**config.mk**
```make
export PLATFORM = sky130hd
export DESIGN_NAME = data_island_scheduler
export DESIGN_NICKNAME = d
export VERILOG_FILES = /design/src/rtl/hdmi_pkg.sv /design/src/rtl/data_island_scheduler.sv
export SDC_FILE = /design/constraint.sdc
export NUM_CORES = 1
export LEC_CHECK = 0
export BUFFER_PORTS_ARGS = -buffer_cell sky130_fd_sc_hd__buf_2
export CELL_PAD_IN_SITES_DETAIL_PLACEMENT = 2
export CELL_PAD_IN_SITES_GLOBAL_PLACEMENT = 2
export CORE_UTILIZATION = 32
export DETAILED_ROUTE_END_ITERATION = 7
export GPL_ROUTABILITY_DRIVEN = 0
export PLACE_DENSITY_LB_ADDON = 0.25
export SETUP_SLACK_MARGIN = 0.2
export SLEW_MARGIN = 20
export SYNTH_ARGS = -nofsm -noshare
export SYNTH_HDL_FRONTEND = slang
export SYNTH_SLANG_ARGS = --single-unit
```
**constraint.sdc**
```tcl
create_clock -name clk_pixel -period 1.96 [get_ports clk_pixel]
set_clock_uncertainty 0.15 [all_clocks]
set_input_delay 0.392 -clock clk_pixel [delete_from_list [all_inputs] [get_ports clk_pixel]]
set_output_delay 0.392 -clock clk_pixel [all_outputs]
set_load 0.02 [all_outputs]
```
**src/rtl/hdmi_pkg.sv**
```systemverilog
// Shared HDMI definitions: period types and the fixed lengths of data-island
// sections, plus the elaboration-time packet-fit calculation.
package hdmi_pkg;

  typedef enum logic [2:0] {
    MODE_CTRL           = 3'd0,
    MODE_DI_PREAMBLE    = 3'd1,
    MODE_DI_GUARD_LEAD  = 3'd2,
    MODE_DI_DATA        = 3'd3,
    MODE_DI_GUARD_TRAIL = 3'd4
  } mode_t;

  localparam int PREAMBLE_LEN     = 8;
  localparam int GUARD_LEN        = 2;
  localparam int PACKET_LEN       = 32;
  localparam int MAX_PACKETS_SPEC = 18;

  // Whole packets that fit in horizontal blanking after the 30 pixels of
  // island overhead (lead-in gap, preamble, guards), capped at max_packets.
  function automatic int packets_that_fit(input int frame_width, input int screen_width,
                                          input int max_packets);
    int room;
    room = frame_width - screen_width - 30;
    if (room < 0) return 0;
    return (room / PACKET_LEN < max_packets) ? room / PACKET_LEN : max_packets;
  endfunction

endpackage

```
**src/rtl/data_island_scheduler.sv**
```systemverilog
// Schedules one HDMI data island per line inside horizontal blanking and
// paces the packet picker through packet_enable / packet_pixel_counter.
module data_island_scheduler
  import hdmi_pkg::*;
#(
  parameter int FRAME_WIDTH  = 800,
  parameter int SCREEN_WIDTH = 640,
  parameter int BIT_WIDTH    = 10,
  parameter int MAX_PACKETS  = MAX_PACKETS_SPEC
) (
  input  logic                 clk_pixel,
  input  logic                 reset,
  input  logic [BIT_WIDTH-1:0] cx,
  input  logic                 data_island_enable,
  input  logic                 packet_pending,
  output logic [2:0]           mode,
  output logic                 packet_enable,
  output logic [4:0]           packet_pixel_counter,
  output logic                 overrun
);

  localparam int                   N_FIT         = packets_that_fit(FRAME_WIDTH, SCREEN_WIDTH, MAX_PACKETS);
  localparam logic [4:0]           N_FIT_W       = 5'(N_FIT);
  localparam logic [BIT_WIDTH-1:0] ISLAND_START  = BIT_WIDTH'(SCREEN_WIDTH + 4);
  localparam logic [BIT_WIDTH-1:0] SCREEN_END    = BIT_WIDTH'(SCREEN_WIDTH);
  localparam logic [2:0]           PREAMBLE_LAST = 3'(PREAMBLE_LEN - 1);
  localparam logic [2:0]           GUARD_LAST    = 3'(GUARD_LEN - 1);
  localparam logic [4:0]           PACKET_LAST   = 5'(PACKET_LEN - 1);
  localparam logic [4:0]           PACKET_DECIDE = 5'(PACKET_LEN - 2);

  mode_t      mode_reg, mode_next;
  logic [2:0] phase_reg, phase_next;
  logic [4:0] pixel_reg, pixel_next;
  logic [4:0] sent_reg, sent_next;
  logic       enable_reg, enable_next;
  logic       overrun_reg, overrun_next;
  logic       more_reg, more_next;
  logic       start_island;
  logic       collide;

  assign start_island = (mode_reg == MODE_CTRL) && (cx == ISLAND_START) &&
                        data_island_enable && packet_pending && (N_FIT > 0);
  assign collide      = (mode_reg != MODE_CTRL) && (cx < SCREEN_END);

  always_comb begin
    mode_next    = mode_reg;
    phase_next   = phase_reg;
    pixel_next   = 5'd0;
    sent_next    = sent_reg;
    enable_next  = 1'b0;
    overrun_next = overrun_reg;
    more_next    = more_reg;

    case (mode_reg)
      MODE_CTRL: begin
        if (start_island) begin
          mode_next  = MODE_DI_PREAMBLE;
          phase_next = 3'd0;
          sent_next  = 5'd0;
        end
      end
      MODE_DI_PREAMBLE: begin
        if (phase_reg == PREAMBLE_LAST) begin
          mode_next  = MODE_DI_GUARD_LEAD;
          phase_next = 3'd0;
        end else begin
          phase_next = phase_reg + 3'd1;
        end
      end
      MODE_DI_GUARD_LEAD: begin
        if (phase_reg == GUARD_LAST) begin
          mode_next  = MODE_DI_DATA;
          phase_next = 3'd0;
          sent_next  = sent_reg + 5'd1;
        end else begin
          phase_next  = phase_reg + 3'd1;
          enable_next = (phase_reg == GUARD_LAST - 3'd1);
        end
      end
      MODE_DI_DATA: begin
        pixel_next = pixel_reg + 5'd1;
        // Decide one pixel early so the registered enable lands on pixel 31.
        if (pixel_reg == PACKET_DECIDE) begin
          more_next   = packet_pending && (sent_reg < N_FIT_W);
          enable_next = packet_pending && (sent_reg < N_FIT_W);
        end
        if (pixel_reg == PACKET_LAST) begin
          if (more_reg) begin
            sent_next = sent_reg + 5'd1;
          end else begin
            mode_next  = MODE_DI_GUARD_TRAIL;
            pixel_next = 5'd0;
            phase_next = 3'd0;
          end
        end
      end
      MODE_DI_GUARD_TRAIL: begin
        if (phase_reg == GUARD_LAST) begin
          mode_next  = MODE_CTRL;
          phase_next = 3'd0;
        end else begin
          phase_next = phase_reg + 3'd1;
        end
      end
      default: begin
        mode_next  = MODE_CTRL;
        phase_next = 3'd0;
      end
    endcase

    // Island ran into active video: drop straight back to control.
    if (collide) begin
      mode_next    = MODE_CTRL;
      phase_next   = 3'd0;
      pixel_next   = 5'd0;
      enable_next  = 1'b0;
      more_next    = 1'b0;
      overrun_next = 1'b1;
    end
  end

  always_ff @(posedge clk_pixel) begin
    if (reset) begin
      mode_reg    <= MODE_CTRL;
      phase_reg   <= 3'd0;
      pixel_reg   <= 5'd0;
      sent_reg    <= 5'd0;
      enable_reg  <= 1'b0;
      overrun_reg <= 1'b0;
      more_reg    <= 1'b0;
    end else begin
      mode_reg    <= mode_next;
      phase_reg   <= phase_next;
      pixel_reg   <= pixel_next;
      sent_reg    <= sent_next;
      enable_reg  <= enable_next;
      overrun_reg <= overrun_next;
      more_reg    <= more_next;
    end
  end

  assign mode                 = mode_reg;
  assign packet_enable        = enable_reg;
  assign packet_pixel_counter = pixel_reg;
  assign overrun              = overrun_reg;

endmodule

```
==> impl_metrics.json, run 1 <==
{
  "antenna_found_initial": 0,
  "fin_tns_setup_ns": 0,
  "hold_end": "overrun",
  "setup_ws_ns": 0.113,
  "met2_length_um": 1530,
  "maxCapViolCount": 0,
  "drv_slew": 0,
  "nets": 166,
  "dr_wl_met3_um": 90,
  "avgSynthCellArea_um2": 9.65,
  "p_sw_w": 0.000294,
  "drt_drc_violations_left": 0,
  "p_comb_share_pct": 28.0,
  "antenna_cells": 0,
  "syn_nets": 132,
  "htree_levels": 1,
  "crit_arrival_ns": 1.91,
  "start_util_pct": 34.2,
  "cts_tree": "yes",
  "grt_pass1_wl_um": 4800,
  "hold_class": "in -> reg",
  "areaGrowthSynthToFinish_pct": 29.7,
  "p_clk_share_pct": 23.0,
  "rrSetupSlack_ns": 0.11,
  "dr.pass1.iters": 4,
  "ys_seq_elements": 19,
  "via_per_inst": 4.87,
  "antenna_left": 0,
  "grt_pass1_vias": 1004,
  "grt_use_total_pct": 18.7,
  "min_from": "reset",
  "fill_cells": 364,
  "die_w_um": 59.6,
  "clock_latency_ns": 0.31,
  "maxUsedRoutingLayer": "met4",
  "rows": 20,
  "die_y_um": 59.6,
  "power_w": 0.000892,
  "slew_headroom_pct": 70.4,
  "hold_violations": 0,
  "cts_root_buffer": "clkbuf_4",
  "seqPwrFrac_pct": 49.0,
  "synthCells": 110,
  "path_max_fanout": 3,
  "core_mm2": 0.00310,
  "cts.sinks": 19,
  "path_clk_slew_ns": 0.12,
  "grt-ovfl-total": 0,
  "vias": 911,
  "seq_area_frac_synth_pct": 35.8,
  "leakage_nw": 0.559,
  "cts_max_path_buffers": 2,
  "port_buffers": 23,
  "grt_max_degree": 13,
  "fin_crit_sh_pct": 94.2,
  "ys_types": 39,
  "place_ws_ns": 0.0705,
  "r2r_end": "mode[0]",
  "ios": 24,
  "numCtsBuffers": 3,
  "drive_above_1_share_pct": 40.6,
  "start_kind": "register",
  "internal_power_w": 0.000597,
  "outcome": "finished, final reports clean",
  "r2r-start": "packet_pixel_counter[0]",
  "cp-end-kind": "register",
  "period_minus_slack_ns": 1.85,
  "wirelength_um": 2960,
  "fmax_mhz": 541,
  "dieArea_mm2": 0.00355,
  "wl_per_cell_um": 15.9,
  "wl_met1_um": 1320,
  "syn-cell-area_mm2": 0.00106,
  "path_class": "reg -> reg",
  "worstPathRequired_ns": 2.02,
  "worst_slew_pin_slew_ns": 0.438,
  "reg2regPathDepth": 8,
  "setup_violations": 0,
  "min_path_cells": 2,
  "hpwl_um": 2190,
  "power.density_mw_per_mm2": 648,
  "switching_share_pct": 33.0,
  "drt_iter0_markers": 9,
  "grt_setup_unrepaired": "yes",
  "ir_drop_v": 0.000244,
  "yosysWarnings": 0
}
[power by group through the flow]
| stage | combinational (W) | sequential [W] | clock [W] |
|---|---|---|---|
| 6_report | 0.000250 | 0.000437 | 0.000205 |
| 5_1_grt | 0.000279 | 0.000441 | 0.000232 |
| 4_1_cts | 0.000245 | 0.000434 | 0.000220 |
| 3_5_place_dp | 0.000241 | 0.000442 | 0 |
| 3_3_place_gp | 0.000230 | 0.000441 | 0 |
| 2_1_floorplan | 0.000173 | 0.000437 | 0 |
[layout by cell type, fill, tap and decap left out, drive strengths merged, types with 2 or more instances in the layout]
cell type / instances
nor2: 19
o21ai: 5
nor4b: 5
nand3: 4
or3: 3
dfxtp: 19
nand2: 2
clkbuf: 3
buf: 32
ha: 8
and3: 3
inv: 5
a21oi: 7
xor2: 3
mux2i: 3
a22oi: 2
xnor2: 2
[synthesized netlist by cell type (all sizes together)]
cell type  count  share of area [%]
a21oi          7                3.3
a22oi          2                1.4
a31o           1                1.7
a41o           1               0.94
and3           3                2.2
and3b          1               0.83
and4b          1               0.94
buf            3                2.2
dfxtp         19                 36
ha             8                9.4
inv            5                1.8
mux2i          3                2.8
nand2          2               0.71
nand2b         1               0.59
nand3          4                1.9
nand3b         1               0.71
nand4          1               0.59
nor2          19                6.7
nor2b          1               0.59
nor3           1               0.47
nor3b          1                1.8
nor4           1               0.59
nor4b          5                7.0
o211ai         1               0.71
o21a           1               0.71
o21ai          5                3.4
o21bai         1               0.71
o31ai          1               0.71
o32ai          1                1.5
or3            3                2.2
or3b           1               0.83
xnor2          2                1.7
xor2           3                2.5
[per-stage QoR]
stage | cell area (um2) | utilization (%) | cells | hold slack (ns)
2_1_floorplan | 1080 | - | 110 | 0.308
3_3_place_gp | 1270 | 40.9 | 179 | 0.293
3_5_place_dp | 1270 | 40.9 | 179 | 0.301
4_1_cts | 1350 | 43.6 | 186 | 0.132
5_1_grt | 1380 | 44.4 | 187 | 0.147
6_report | 1380 | 44.4 | 187 | 0.147
[how the worst max path moves through the flow]
stage / end / slack [ns] / cells past startpoint / start
after floorplan: sent_reg[3] / 0.17 / 6 / packet_pixel_counter[2]
after global placement: sent_reg[3] / 0.14 / 6 / cx[1]
after detailed placement: mode[0] / 0.07 / 8 / packet_pixel_counter[0]
after CTS: mode[0] / 0.14 / 5 / mode[2]
after global routing: mode[0] / 0.01 / 8 / packet_pixel_counter[0]
final: mode[0] / 0.11 / 8 / packet_pixel_counter[0]
[cells by family (layout without fill, tap and decap cells)]
family          count (synthesis)  count (layout)  share of synthesized area, %
mux                             3               3                          2.83
buf+inv                         8              41                          4.01
flops                          19              19                          35.8
fa+ha+maj                       8               8                          9.43
simple gates                   46              46                          28.7
xor+xnor                        5               5                          4.13
compound gates                 21              21                          15.1
[repair_timing]
item	CTS	global route
gates resized for setup	7	6
pin swaps	7	7
hold buffers	0	0
buffers inserted	3	1
setup endpoints to repair	10	10
[cell type report]
type | count | area [um2] | area share, %
clock buffers | 3 | 22.5 | 1.64
clock inverters | 1 | 5.00 | 0.364
inverters | 5 | 18.8 | 1.36
multi-input cells | 83 | 694 | 50.5
flip-flops and latches | 19 | 394 | 28.6
well taps | 44 | 55.1 | 4.00
repair buffers | 32 | 186 | 13.5
[per-layer routing]
layer  global-route usage [%]  up-vias
met4                     5.98        0
met3                     3.49        2
met5                        0        -
li1                         -      459
met2                     33.5       19
met1                     22.4      431
[worst max-delay path, stage by stage, from the launching register on]
cell,delay (ns)
dfxtp_4,0.38
ha_4,0.13
and3_4,0.20
ha_4,0.16
a21oi_4,0.06
buf_6,0.12
nor3b_4,0.23
mux2i_1,0.25
nor2_1,0.06
(Power assumes the default switching activity.)
==> run 2: changes to the inputs <==
CORE_ASPECT_RATIO = 2   (was not set)
==> run 2 against run 1 <==
Clock power rose by 41%. Critical path depth fell by 1. Clock-buffer cell count rose by 1. Setup slack improved by 0.087 ns. First-iteration DRC count fell by 67%. Wire length rose by 5.4%. Final area rose by 0.64%. Sequential power barely moved. Flip-flop and latch count did not move. Register-to-register slack improved by 0.09 ns. Non-clock buffer count rose by 2.
==> impl_metrics.json, run 2 (synthesized netlist as in run 1, its figures left out) <==
{
  "path_clk_slew_ns": 0.07,
  "ir_drop_v": 0.000360,
  "place_inst": 169,
  "slew_headroom_pct": 68.0,
  "antenna_found_initial": 0,
  "met1_usage_pct": 15.5,
  "grt_pass1_vias": 1121,
  "grt_use_met2_pct": 39.9,
  "nets": 168,
  "wl_per_cell_um": 17.8,
  "final-instance-count-excl-fill": 176,
  "grt_pass1_wl_um": 5060,
  "final_common_cell": "buf_2",
  "leakage_nw": 0.576,
  "layout_common_cells": "buf_2 (23), nor2_1 (19), dfxtp_1 (13)",
  "register_area_um2": 393,
  "reg2regPathDepth": 7,
  "crit_arrival_ns": 1.82,
  "drv_slew": 0,
  "hold_class": "in -> reg",
  "numCtsBuffers": 3,
  "cts_root_buffer": "clkbuf_8",
  "fin_tns_setup_ns": 0,
  "antenna_cells": 0,
  "drt_iter0_markers": 3,
  "setup_violations": 0,
  "period_minus_slack_ns": 1.76,
  "core_mm2": 0.00316,
  "power_w": 0.000976,
  "cp-end-kind": "register",
  "grt_use_total_pct": 19.0,
  "outcome": "finished, final reports clean",
  "fin_crit_sh_pct": 89.8,
  "met3_usage_pct": 1.96,
  "cts_tree": "yes",
  "worstPathRequired_ns": 2.02,
  "worst_slew_pin_slew_ns": 0.479,
  "power.density_mw_per_mm2": 704,
  "start_kind": "register",
  "rows": 29,
  "vias": 961,
  "die_y_um": 83.4,
  "grt.busiest_layer": "met2",
  "grt_setup_unrepaired": "yes",
  "dieArea_mm2": 0.00356,
  "wirelength_um": 3120,
  "multi_input_area_um2": 692,
  "path_class": "reg -> reg",
  "drive_above_1_share_pct": 40.7,
  "grt-ovfl-total": 0,
  "clock_latency_ns": 0.27,
  "via_per_inst": 5.46,
  "start_util_pct": 33.6,
  "htree_levels": 1,
  "drt_drc_violations_left": 0,
  "die_w_um": 42.7,
  "cts.sinks": 19,
  "hpwl_um": 2580,
  "dr.pass1.iters": 4,
  "antenna_left": 0,
  "hold_violations": 0,
  "fill_cells": 366,
  "port_buffers": 23,
  "ios": 24,
  "cts_max_path_buffers": 2,
  "path_max_fanout": 6,
  "fmax_mhz": 568,
  "min_path_cells": 2,
  "grt_max_degree": 13,
  "maxCapViolCount": 0,
  "areaGrowthSynthToFinish_pct": 30.5
}
## run 2: layer usage
metal	routed length (um)	share of wire, %
met5	0	0
met4	63	2.0
met3	40	1.3
met2	2040	65
met1	982	31
## run 2: repair_timing
item                       4_1_cts  5_1_grt
hold buffers                     0        0
pin swaps                        7        5
gates resized for setup          6        5
setup buffers                    1        2
setup endpoints to repair        8       15
## run 2: per-stage QoR
| step | utilization (%) | setup slack, ns | hold slack [ns] | instance area [um2] |
|---|---|---|---|---|
| 6_report | 43.9 | 0.200 | 0.199 | 1390 |
| 3_3_place_gp | 40.4 | 0.110 | 0.313 | 1270 |
| 2_1_floorplan | - | 0.168 | 0.308 | 1080 |
| 3_5_place_dp | 40.4 | 0.0522 | 0.326 | 1270 |
| 4_1_cts | 42.8 | 0.167 | 0.188 | 1350 |
| 5_1_grt | 43.9 | 0.121 | 0.202 | 1390 |
## run 2: critical path, stage by stage, from the launching register on
cell     delay (ns)
dfxtp_4        0.36
ha_4           0.13
and3_4         0.19
ha_4           0.13
and3_4         0.20
o21ai_4        0.08
or3_1          0.34
a21oi_2        0.12
## run 2: worst paths after layout
| path | to | slack (ns) | start |
|---|---|---|---|
| worst min-delay path | mode[1] | 0.20 | reset |
| worst min register to register | overrun | 0.34 | overrun |
| worst max-delay path | sent_reg[3] | 0.20 | packet_pixel_counter[0] |
| worst max register to register | sent_reg[3] | 0.20 | packet_pixel_counter[0] |
## run 2: power breakdown
part / internal (W) / switching [W]
Clock: 0.000145 / 0.000145
Sequential: 0.000406 / 0.0000295
Combinational: 0.000116 / 0.000134
Total: 0.000667 / 0.000308
## run 2: final cells by class
class,instances,area share [%]
multi-input cells,83,50.0
flip-flops and latches,19,28.4
inverters,5,1.36
well taps,31,2.80
repair buffers,34,14.3
clock buffers,4,3.25
